`src/rtl/fuzz_misr_pkg.sv`:
```
// Shared constants, FSM state type and the MISR step function for the
// fuzz output compactor.
package fuzz_misr_pkg;

  localparam logic [31:0] MISR_SEED = 32'hFFFF_FFFF;
  localparam logic [31:0] MISR_POLY = 32'h04C1_1DB7;

  typedef enum logic [1:0] {
    ST_IDLE = 2'd0,
    ST_RUN  = 2'd1,
    ST_DONE = 2'd2
  } misr_state_e;

  // One Galois-style shift with feedback, then absorb the folded sample.
  function automatic logic [31:0] misr_next(input logic [31:0] sig,
                                            input logic [31:0] folded);
    return {sig[30:0], 1'b0} ^ (sig[31] ? MISR_POLY : 32'h0) ^ folded;
  endfunction

endpackage

```
`src/rtl/fuzz_xor_fold.sv`:
```
// Purely combinational width fold: XOR of OUT_W-bit chunks of in_data,
// LSB-aligned, with the top chunk zero-padded.
module fuzz_xor_fold #(
  parameter int IN_W  = 8,
  parameter int OUT_W = 32
) (
  input  logic [IN_W-1:0]  in_data,
  output logic [OUT_W-1:0] out_data
);

  localparam int NCHUNK = (IN_W + OUT_W - 1) / OUT_W;

  logic [NCHUNK*OUT_W-1:0] padded;

  always_comb begin
    padded = '0;
    padded[IN_W-1:0] = in_data;
    out_data = '0;
    for (int i = 0; i < NCHUNK; i++) begin
      out_data = out_data ^ padded[i*OUT_W +: OUT_W];
    end
  end

endmodule

```
`src/rtl/fuzz_out_misr.sv`:
```
// Compacts a stream of flattened DUT output samples into a 32-bit MISR signature.
// Optional macro FUZZ_MISR_STALL_CNT_EN adds a saturating stall_count output.
module fuzz_out_misr
  import fuzz_misr_pkg::*;
#(
  parameter int OUT_W = 8,
  parameter int CNT_W = 16
) (
  input  logic             clk,
  input  logic             rst,
  input  logic             start,
  input  logic [CNT_W-1:0] num_samples,
  input  logic             out_valid,
  input  logic [OUT_W-1:0] out_flat,
  output logic             out_ready,
  output logic             busy,
  output logic             done,
  output logic [31:0]      signature,
`ifdef FUZZ_MISR_STALL_CNT_EN
  output logic [CNT_W-1:0] stall_count,
`endif
  output logic [CNT_W-1:0] sample_count
);

  localparam logic [CNT_W-1:0] CNT_ONE = {{(CNT_W-1){1'b0}}, 1'b1};

  misr_state_e      state_q, state_d;
  logic [31:0]      sig_q, sig_d;
  logic [CNT_W-1:0] cnt_q, cnt_d;
  logic [CNT_W-1:0] target_q, target_d;
  logic [CNT_W-1:0] cnt_inc;
  logic [31:0]      folded;
  logic             start_ok;
  logic             accept;

  fuzz_xor_fold #(
    .IN_W  (OUT_W),
    .OUT_W (32)
  ) u_fold (
    .in_data  (out_flat),
    .out_data (folded)
  );

  assign start_ok = start && (state_q != ST_RUN);
  assign accept   = out_valid && (state_q == ST_RUN);
  assign cnt_inc  = cnt_q + CNT_ONE;

  always_comb begin
    state_d  = state_q;
    sig_d    = sig_q;
    cnt_d    = cnt_q;
    target_d = target_q;
    if (start_ok) begin
      sig_d    = MISR_SEED;
      cnt_d    = '0;
      target_d = num_samples;
      state_d  = (num_samples == '0) ? ST_DONE : ST_RUN;
    end else if (accept) begin
      sig_d = misr_next(sig_q, folded);
      cnt_d = cnt_inc;
      // The run ends on the sample that reaches the target, so no wrap.
      if (cnt_inc == target_q) state_d = ST_DONE;
    end
  end

  always_ff @(posedge clk) begin
    if (rst) begin
      state_q  <= ST_IDLE;
      sig_q    <= MISR_SEED;
      cnt_q    <= '0;
      target_q <= '0;
    end else begin
      state_q  <= state_d;
      sig_q    <= sig_d;
      cnt_q    <= cnt_d;
      target_q <= target_d;
    end
  end

`ifdef FUZZ_MISR_STALL_CNT_EN
  logic [CNT_W-1:0] stall_q, stall_d;

  always_comb begin
    stall_d = stall_q;
    if (start_ok) begin
      stall_d = '0;
    end else if ((state_q == ST_RUN) && !out_valid && (stall_q != '1)) begin
      stall_d = stall_q + CNT_ONE;
    end
  end

  always_ff @(posedge clk) begin
    if (rst) stall_q <= '0;
    else     stall_q <= stall_d;
  end

  assign stall_count = stall_q;
`endif

  assign out_ready    = (state_q == ST_RUN);
  assign busy         = (state_q == ST_RUN);
  assign done         = (state_q == ST_DONE);
  assign signature    = sig_q;
  assign sample_count = cnt_q;

endmodule
```
`config.mk`:
```
export PLATFORM = sky130hd
export DESIGN_NAME = fuzz_out_misr
export DESIGN_NICKNAME = d
export VERILOG_FILES = /design/src/rtl/fuzz_misr_pkg.sv /design/src/rtl/fuzz_xor_fold.sv /design/src/rtl/fuzz_out_misr.sv
export SDC_FILE = /design/constraint.sdc
export NUM_CORES = 1
export LEC_CHECK = 0
export CORE_UTILIZATION = 35
export DETAILED_ROUTE_END_ITERATION = 6
export GPL_TIMING_DRIVEN = 0
export PLACE_DENSITY_LB_ADDON = 0.25
export RECOVER_POWER = 25
export SLEW_MARGIN = 25
export SYNTH_ARGS = -nofsm -noshare
export SYNTH_HDL_FRONTEND = slang
export SYNTH_SLANG_ARGS = --single-unit
```
`constraint.sdc`:
```
create_clock -name clk -period 2.2 [get_ports clk]
set_clock_uncertainty 0.05 [all_clocks]
set_input_delay 0.22 -clock clk [delete_from_list [all_inputs] [get_ports clk]]
set_output_delay 0.22 -clock clk [all_outputs]
set_load 0.03 [all_outputs]
```
After elaboration in Yosys (flattened, before gate mapping). Index checks and enable logic that the tools add are counted.

Add/subtract/negate cells: 1. Bitwise gates (word level): 2. Reductions and logical operators: 7. Equality and inequality tests: 4. Multiplexer cells: 5.

Operators by type and width (number): 32-bit by 27-bit XOR with 32-bit output (1); 32-bit by 8-bit XOR with 32-bit output (1); 27-bit two-way mux (1); 16-bit by 1-bit adder with 16-bit output (second input constant) (1); 16-bit == test (1); 16-bit logical NOT (1); 2-bit two-way mux (4); 2-bit nonzero test (2); 2-bit by 1-bit == test with 1-bit output (second input constant) (1); 2-bit == test (second input constant) (1); 1-bit logical AND (2); 2-bit by 1-bit != test with 1-bit output (second input constant) (1); 2-bit AND reduction (1); 2-bit OR reduction (1).

Word-level logic and storage cells: 23. Bits in registers: 66. Output and inout port bits: 51.

Logic depth before layout (Yosys ltp). Gate-level depths: netlist (run 1).

Depth after elaboration: 5. Gate-level depth with buffers: 8. Depth with buffers taken out: 7.

Hierarchy. From an unflattened synthesis (run 1), not the netlist that was laid out.

Cell total of the unflattened synthesis: 420. Area total of the unflattened synthesis: 3599.7 µm².

Modules (own cells, without submodules): fuzz_out_misr (cells an instance 387, times used 1, area each 3355.7 µm², seq. area each 1321.3 µm²); fuzz_xor_fold (cells an instance 33, times used 1, area each 244.0 µm², seq. area each 0.0 µm²).

Worst setup path before layout (run 1). No wires, ideal clock.

Path kind: reg-to-reg. From: register cnt_q[0] (netlist: sample_count[0]). To: register state_q[1]. Setup slack: -0.149 ns. Clock period less this slack: 2.349 ns. Arrival: 2.240 ns. Data required time: 2.091 ns. Cell stages (with the launch flop): 9. Path through: dfxtp_1 > ha_1 > and3_1 > buf_4 > nand4_4 > or4_1 > a31oi_1 > and4_1 > o31a_1.

Longest elaborated chain between the ends: 4.

RTL lines: start: declaration (line fuzz_out_misr.sv:29) `logic [CNT_W-1:0] cnt_q, cnt_d;`; start signal: assignment (line fuzz_out_misr.sv:75) `cnt_q <= cnt_d;`; 16-bit by 1-bit adder with 16-bit output (line fuzz_out_misr.sv:46) `assign cnt_inc = cnt_q + CNT_ONE;`; 16-bit == test (line fuzz_out_misr.sv:62) `if (cnt_inc == target_q) state_d = ST_DONE;`; 2-bit nonzero test (no line); 2-bit AND reduction (no line); end signal: assignment (line fuzz_out_misr.sv:73) `state_q <= state_d;`; end: declaration (line fuzz_out_misr.sv:27) `misr_state_e state_q, state_d;`.

No other way between the ends. A chain may end at the register's enable or synchronous reset.

Final worst setup path (run 1). Ends and elaborated chain as after synthesis.

==> results of run 1 <==
-- timing repair --
action                                  in CTS  in global routing
resized for setup                            4                 10
endpoints found under the setup margin       2                  2
setup buffers                                1                  5
pin swaps                                    1                  3
-- how the worst max path moves through the flow --
stage	start	to	slack (ns)	depth (start not counted)
2_1_floorplan	sample_count[0]$_SDFFE_PP0P_	state_q[1]$_SDFFE_PP0P_	0.02	8
3_3_place_gp	sample_count[0]$_SDFFE_PP0P_	state_q[1]$_SDFFE_PP0P_	-0.04	8
3_5_place_dp	sample_count[0]$_SDFFE_PP0P_	state_q[1]$_SDFFE_PP0P_	-0.05	8
4_1_cts	sample_count[1]$_SDFFE_PP0P_	state_q[1]$_SDFFE_PP0P_	0.01	8
5_1_grt	state_q[0]$_SDFFE_PP0P_	signature[2]$_SDFFE_PP1P_	0.001	6
6_report	sample_count[0]$_SDFFE_PP0P_	state_q[1]$_SDFFE_PP0P_	0.14	7
-- layout make-up --
class                      instances  area (sq um)
inverter                           3          11.3
clock buffer                      10           138
clock inverter                     6          72.6
fill                             888          4350
multi-input combinational        287          1690
timing repair buffer              83           816
tap                              108           135
buffer                            25           131
sequential                        66          1340
-- kinds of logic (layout without fill, tap and decap cells) --
kind of cell    Yosys count  count (layout)
compound gates           50              50
xor+xnor                 53              53
fa+ha+maj                 1               1
buf+inv                  28             127
flops                    66              66
mux                       3               3
simple gates            180             180
-- power breakdown --
part,switching (W),internal [W]
clock network,0.000541,0.000569
logic,0.000218,0.000176
registers,0.0000400,0.00123
total,0.000799,0.00198
-- critical path: stages (launching register included) --
cell and delay, ns:
dfxtp_4 0.37, buf_4 0.16, and4_2 0.29, nand3_2 0.13, a211o_1 0.30, a2111oi_2 0.27
and4_1 0.28, o31a_1 0.15
-- state kept, by name (all words and copies together), names as in the netlist --
signal / flops
signature: 32
sample_count: 16
target_q: 16
state_q: 2
-- cells in the mapped netlist, drive strengths merged (2+ instances only) --
library cell	n
nand2	94
dfxtp	66
xnor2	32
nand3	27
nor2	23
xor2	21
a21oi	19
clkbuf	16
o211ai	16
buf	9
nand4	6
nor4	6
a31oi	4
and4	4
nor2b	4
o21ai	4
inv	3
nor3	3
a211o	2
and2	2
and2b	2
mux2i	2
nand3b	2
or3	2
-- through the flow --
step / instance area, sq um / worst slack (ns) / util, % / hold WS (ns)
global placement: 4040 / -0.0400 / 46.5 / 0.380
finish: 4330 / 0.139 / 49.9 / 0.0179
detailed placement: 4040 / -0.0493 / 46.5 / 0.385
CTS: 4270 / 0.0129 / 49.2 / 0.00663
floorplan: 3130 / 0.0236 / - / 0.303
global route: 4330 / 0.00124 / 49.9 / 0.00678
-- routing by layer --
layer,part of all wire [%],vias to the layer above
met4,1.8,0
met2,46,68
met5,0,-
met3,6.0,14
met1,47,1359
li1,-,1475
==> run_results.csv, run 1 <==
group,metric,value,unit
status,outcome,"completed",
logic_synthesis,synth-xor-area-share,14.8,%
timing,period_share,93.7,%
finish,stdcell_count,588,
clocking,clkSinkCount,66,
logic_synthesis,synth_compound_area_share,10.4,%
clocking,clockBufferDepth,2,
timing,final_hold_viol_count,0,
finish,final_common_cell,"nand2_1",
die,die_x,96.6,um
grt,use_met1,25.2,%
timing,final.setup.tns,0,ns
grt,grt_max_degree,14,
clocking,htreeDepth,3,
detailed_routing,post_drt_wl_per_cell,13.9,um
critical_path,rrSetupSlack,0.14,ns
detailed_routing,num_vias,2916,
logic_synthesis,syn_avg_cell_area,8.21,sq um
grt,antenna_found_initial,0,
grt,met2_usage,28.5,%
die,initial_core_util,36.1,%
logic_synthesis,synthCells,381,
timing,fin_crit,2.06,ns
detailed_routing,drc,0,
timing,setup_viol,0,
detailed_routing,drtIter0Drc,87,
logic_synthesis,synthFlopType,"dfxtp_1",
die,io_pins,79,
detailed_routing,avgViaCountPerCell,4.96,
timing,fmax,485,MHz
logic_synthesis,synth_adder_area_share,0.400,%
power_and_ir_drop,power.total,0.00278,W
clocking,clk_latency,0.35,ns
die,die_area,0.00932,sq mm
power_and_ir_drop,vdd_drop_max,283,uV
clocking,cts_hold_buffers,0,
logic_synthesis,synthTopCellsByArea,"dfxtp_1 (42%), nand2_1 (11%), xnor2_1 (9.0%)",
logic_synthesis,synth_area,0.00313,sq mm
logic_synthesis,synthSimpleGateAreaFrac,26.7,%
critical_path,r2r_start,"sample_count[0]$_SDFFE_PP0P_",
detailed_routing,wl,8150,um
logic_synthesis,async_reset_ff_share,0,%
grt,grt_use_total,19.0,%
logic_synthesis,synth.top_cell.area_share,42.2,%
hold_path,min-delay-start,"rst",
finish,drive_above_1_share,8.54,%
grt,top_usage_layer,"met2",
logic_synthesis,synth_cell_types,43,
clocking,path_clk_slew,0.08,ns
clocking,cts_buffers,9,
critical_path,reg2reg_depth,7,
clocking,cts_tree,"done",
hold_path,min_delay_path_depth,2,
grt,grt_first_pass_wirelength,13400,um
critical_path,crit_required,2.44,ns
finish,num-nets-final,504,
logic_synthesis,synth_top_family_by_area,"simple AND/OR/NAND/NOR gates",
critical_path,crit_fanout,7,
hold_path,whs_endpoint,"target_q[3]$_SDFFE_PP0P_",
critical_path,crit_type,"flip-flop to flip-flop",
placed_design,portBuffers,77,
die,die_h,96.6,um
logic_synthesis,yosysWarnings,0,
placed_design,dp_hpwl,5920,um
logic_synthesis,ys_seq_area_share,42.2,%
logic_synthesis,yosys.area.top_type,"dfxtp_1",
hold_path,hold_class,"input pin to flip-flop",
logic_synthesis,synth_mux_area_share,1.00,%
grt,grt_pass1_vias,2715,
placed_design,place.gp.congestion,0.822,
timing,slew_headroom,53.7,%
placed_design,placedCellCount,566,
finish,diodes,0,
timing,slew_violations,0,
logic_synthesis,synth.net_count,410,
critical_path,reg2reg_to,"state_q[1]$_SDFFE_PP0P_",
power_and_ir_drop,power.leakage,1.69,nW
detailed_routing,drt_first_pass_iters,4,
critical_path,endpoint_kind,"flip-flop",
logic_synthesis,ys_ff_latch,66,
timing,rsz0062_at_grt,"no",
finish,final_cell_mix,"nand2_1 (94), clkdlybuf4s50_1 (60), dfxtp_1 (60)",
logic_synthesis,synth_edf_count,0,
critical_path,start_kind,"flip-flop",
die,coreArea,0.00868,sq mm
detailed_routing,antenna_left,0,
timing,worst_pin_slew,0.694,ns
job,max_cap_viol_count,0,
clocking,cts_root_buf,"clkbuf_8",
die,fp-row-count,34,
critical_path,critPathArrivalTime,2.30,ns
power_and_ir_drop,power.density,642,mW/mm^2
grt,grt_overflow,0,
finish,area_delta_synth_final,38.3,%
grt,globalRouteMet3Util,6.34,%
No activity file was read; power rests on OpenSTA's default activity.
==> inputs of run 2 (changes only) <==
--- a/config.mk
+++ b/config.mk
@@ -8,6 +8,7 @@
 export CORE_UTILIZATION = 35
 export DETAILED_ROUTE_END_ITERATION = 6
 export GPL_TIMING_DRIVEN = 0
+export HOLD_SLACK_MARGIN = 0.05
 export PLACE_DENSITY_LB_ADDON = 0.25
 export RECOVER_POWER = 25
 export SLEW_MARGIN = 25
==> run 2 against run 1 <==
Compared with the run above: sequential power is essentially flat; utilization grew 0.12 points; non-clock buffer count grew 1; worst hold slack gained 0.37 ns; power grew 0.11%; clock power is essentially flat; flip-flop and latch count is the same; design area grew 0.23%; routed wire length grew 0.17%; sequential share of layout area shrank 0.071 points; combinational power is essentially flat; largest power group unchanged.
==> run_results.csv, run 2 (same netlist as run 1, synthesis figures left out) <==
group,metric,value,unit
finish,num-nets-final,505,
status,outcome,"completed",
timing,setup_viol,0,
power_and_ir_drop,sequentialPowerShare,45.8,%
critical_path,reg2reg_to,"state_q[1]$_SDFFE_PP0P_",
power_and_ir_drop,clkPwrFrac,39.9,%
timing,rsz0062_at_grt,"no",
finish,multi_input_area,0.00169,sq mm
timing,slew_headroom,53.5,%
hold_path,min-delay-start,"num_samples[12]",
die,initial_core_util,36.1,%
power_and_ir_drop,power.leakage,1.69,nW
placed_design,place.gp.congestion,0.822,
timing,slew_violations,0,
die,io_pins,79,
grt,antenna_found_initial,0,
power_and_ir_drop,p_sw,0.000800,W
detailed_routing,drtIter0Drc,82,
critical_path,crit_fanout,7,
grt,grt_pass1_vias,2715,
critical_path,endpoint_kind,"flip-flop",
finish,area_delta_synth_final,38.6,%
placed_design,dp_hpwl,5920,um
clocking,clkSinkCount,66,
die,die_h,96.6,um
critical_path,critPathArrivalTime,2.30,ns
job,max_cap_viol_count,0,
finish,final_common_cell,"nand2_1",
clocking,path_clk_slew,0.09,ns
grt,grt_overflow,0,
die,coreArea,0.00868,sq mm
finish,post-route-util,50.0,%
finish,largest_register_ff_count,32,
finish,drive_above_1_share,8.52,%
hold_path,whs_endpoint,"target_q[12]$_SDFFE_PP0P_",
timing,fin_crit,2.06,ns
hold_path,min_delay_path_depth,3,
power_and_ir_drop,swShare,28.8,%
die,fp-row-count,34,
timing,worst_pin_slew,0.698,ns
clocking,cts_tree,"done",
critical_path,path_cells,"buf_4 -> and4_2 -> nand3_2 -> a211o_1 -> a2111oi_2 -> and4_1 -> o31a_1",
detailed_routing,drt_first_pass_iters,4,
detailed_routing,wl,8170,um
critical_path,reg2reg_depth,7,
timing,fmax,486,MHz
finish,final_cell_mix,"nand2_1 (94), clkdlybuf4s50_1 (60), dfxtp_1 (60)",
critical_path,r2r_start,"sample_count[0]$_SDFFE_PP0P_",
power_and_ir_drop,pwr-share-comb,14.2,%
placed_design,portBuffers,77,
clocking,htreeDepth,3,
finish,fillers,887,
detailed_routing,post_drt_wl_per_cell,13.9,um
hold_path,hold_class,"input pin to flip-flop",
power_and_ir_drop,p_int,0.00198,W
clocking,clk_latency,0.35,ns
clocking,cts_buffers,9,
finish,diodes,0,
grt,grt_use_total,19.0,%
detailed_routing,drc,0,
critical_path,worst_path_largest_cell_delay,0.37,ns
critical_path,crit_required,2.44,ns
timing,final_hold_viol_count,0,
detailed_routing,antenna_left,0,
critical_path,start_kind,"flip-flop",
detailed_routing,num_vias,2910,
critical_path,rrSetupSlack,0.14,ns
detailed_routing,avgViaCountPerCell,4.94,
power_and_ir_drop,power.density,641,mW/mm^2
critical_path,crit_type,"flip-flop to flip-flop",
grt,grt_max_degree,14,
placed_design,placedCellCount,566,
die,die_x,96.6,um
finish,stdcell_count,589,
power_and_ir_drop,power.total,0.00278,W
clocking,clockBufferDepth,2,
critical_path,crit_slowest_cell,"dfxtp_4",
clocking,cts_root_buf,"clkbuf_8",
grt,grt_first_pass_wirelength,13400,um
power_and_ir_drop,vdd_drop_max,283,uV
die,die_area,0.00932,sq mm
timing,period_share,93.6,%
finish,regArea,0.00134,sq mm
run 2: changes by cell type in the layout (fill, tap and decap cells not counted), sizes merged:
cell         before  now
dlygate4sd3      17   18
run 2: power groups by stage:
stage | logic [W] | registers (W) | clock network, W
2_1_floorplan | 0.000187 | 0.00135 | 0
3_3_place_gp | 0.000388 | 0.00131 | 0
3_5_place_dp | 0.000395 | 0.00131 | 0
4_1_cts | 0.000402 | 0.00128 | 0.00113
5_1_grt | 0.000439 | 0.00128 | 0.00118
6_report | 0.000396 | 0.00127 | 0.00111
run 2: layout make-up:
type	instances	area share, %
Buffer	25	3.03
Clock buffer	10	3.17
Clock inverter	6	1.67
Inverter	3	0.260
Multi-Input combinational cell	287	38.9
Sequential cell	66	30.9
Tap cell	108	3.12
Timing Repair Buffer	84	19.0
run 2: through the flow:
step | setup TNS (ns) | hold slack [ns] | setup slack, ns | area, sq um
final | 0 | 0.391 | 0.141 | 4340
after global routing | 0 | 0.393 | 0.00124 | 4340
after CTS | 0 | 0.376 | 0.0129 | 4280
after detailed placement | -0.0741 | 0.385 | -0.0493 | 4040
after global placement | -0.0592 | 0.380 | -0.0400 | 4040
after floorplan | 0 | 0.303 | 0.0236 | 3130
run 2: worst max-delay path by stage:
stage                                 to  cells past startpoint                         start
4_1_cts          state_q[1]$_SDFFE_PP0P_                      8  sample_count[1]$_SDFFE_PP0P_
6_report         state_q[1]$_SDFFE_PP0P_                      7  sample_count[0]$_SDFFE_PP0P_
3_3_place_gp     state_q[1]$_SDFFE_PP0P_                      8  sample_count[0]$_SDFFE_PP0P_
3_5_place_dp     state_q[1]$_SDFFE_PP0P_                      8  sample_count[0]$_SDFFE_PP0P_
2_1_floorplan    state_q[1]$_SDFFE_PP0P_                      8  sample_count[0]$_SDFFE_PP0P_
5_1_grt        signature[2]$_SDFFE_PP1P_                      6       state_q[0]$_SDFFE_PP0P_
run 2: metal layers:
metal	GRT usage, %	part of all wire, %	up-vias
met1	25.2	47	1357
met3	6.34	6.1	14
met2	28.5	45	60
met5	0	0	-
met4	6.74	1.8	0
li1	-	-	1479
run 2: timing repair:
item	in CTS	in global routing
buffers inserted	1	5
cloned	0	0
endpoints found under the setup margin	2	2
gates resized for setup	4	10
hold buffers	1	0
endpoints found under the hold margin	7	0
pin swaps	1	3
run 2: critical path: cells and delay by family (launching register included):
kind / cells / cell delay (ns)
AOI/OAI and AO/OA: 3 / 0.72
buffers and inverters: 1 / 0.16
DFF: 1 / 0.37
and+or+nand+nor: 3 / 0.70
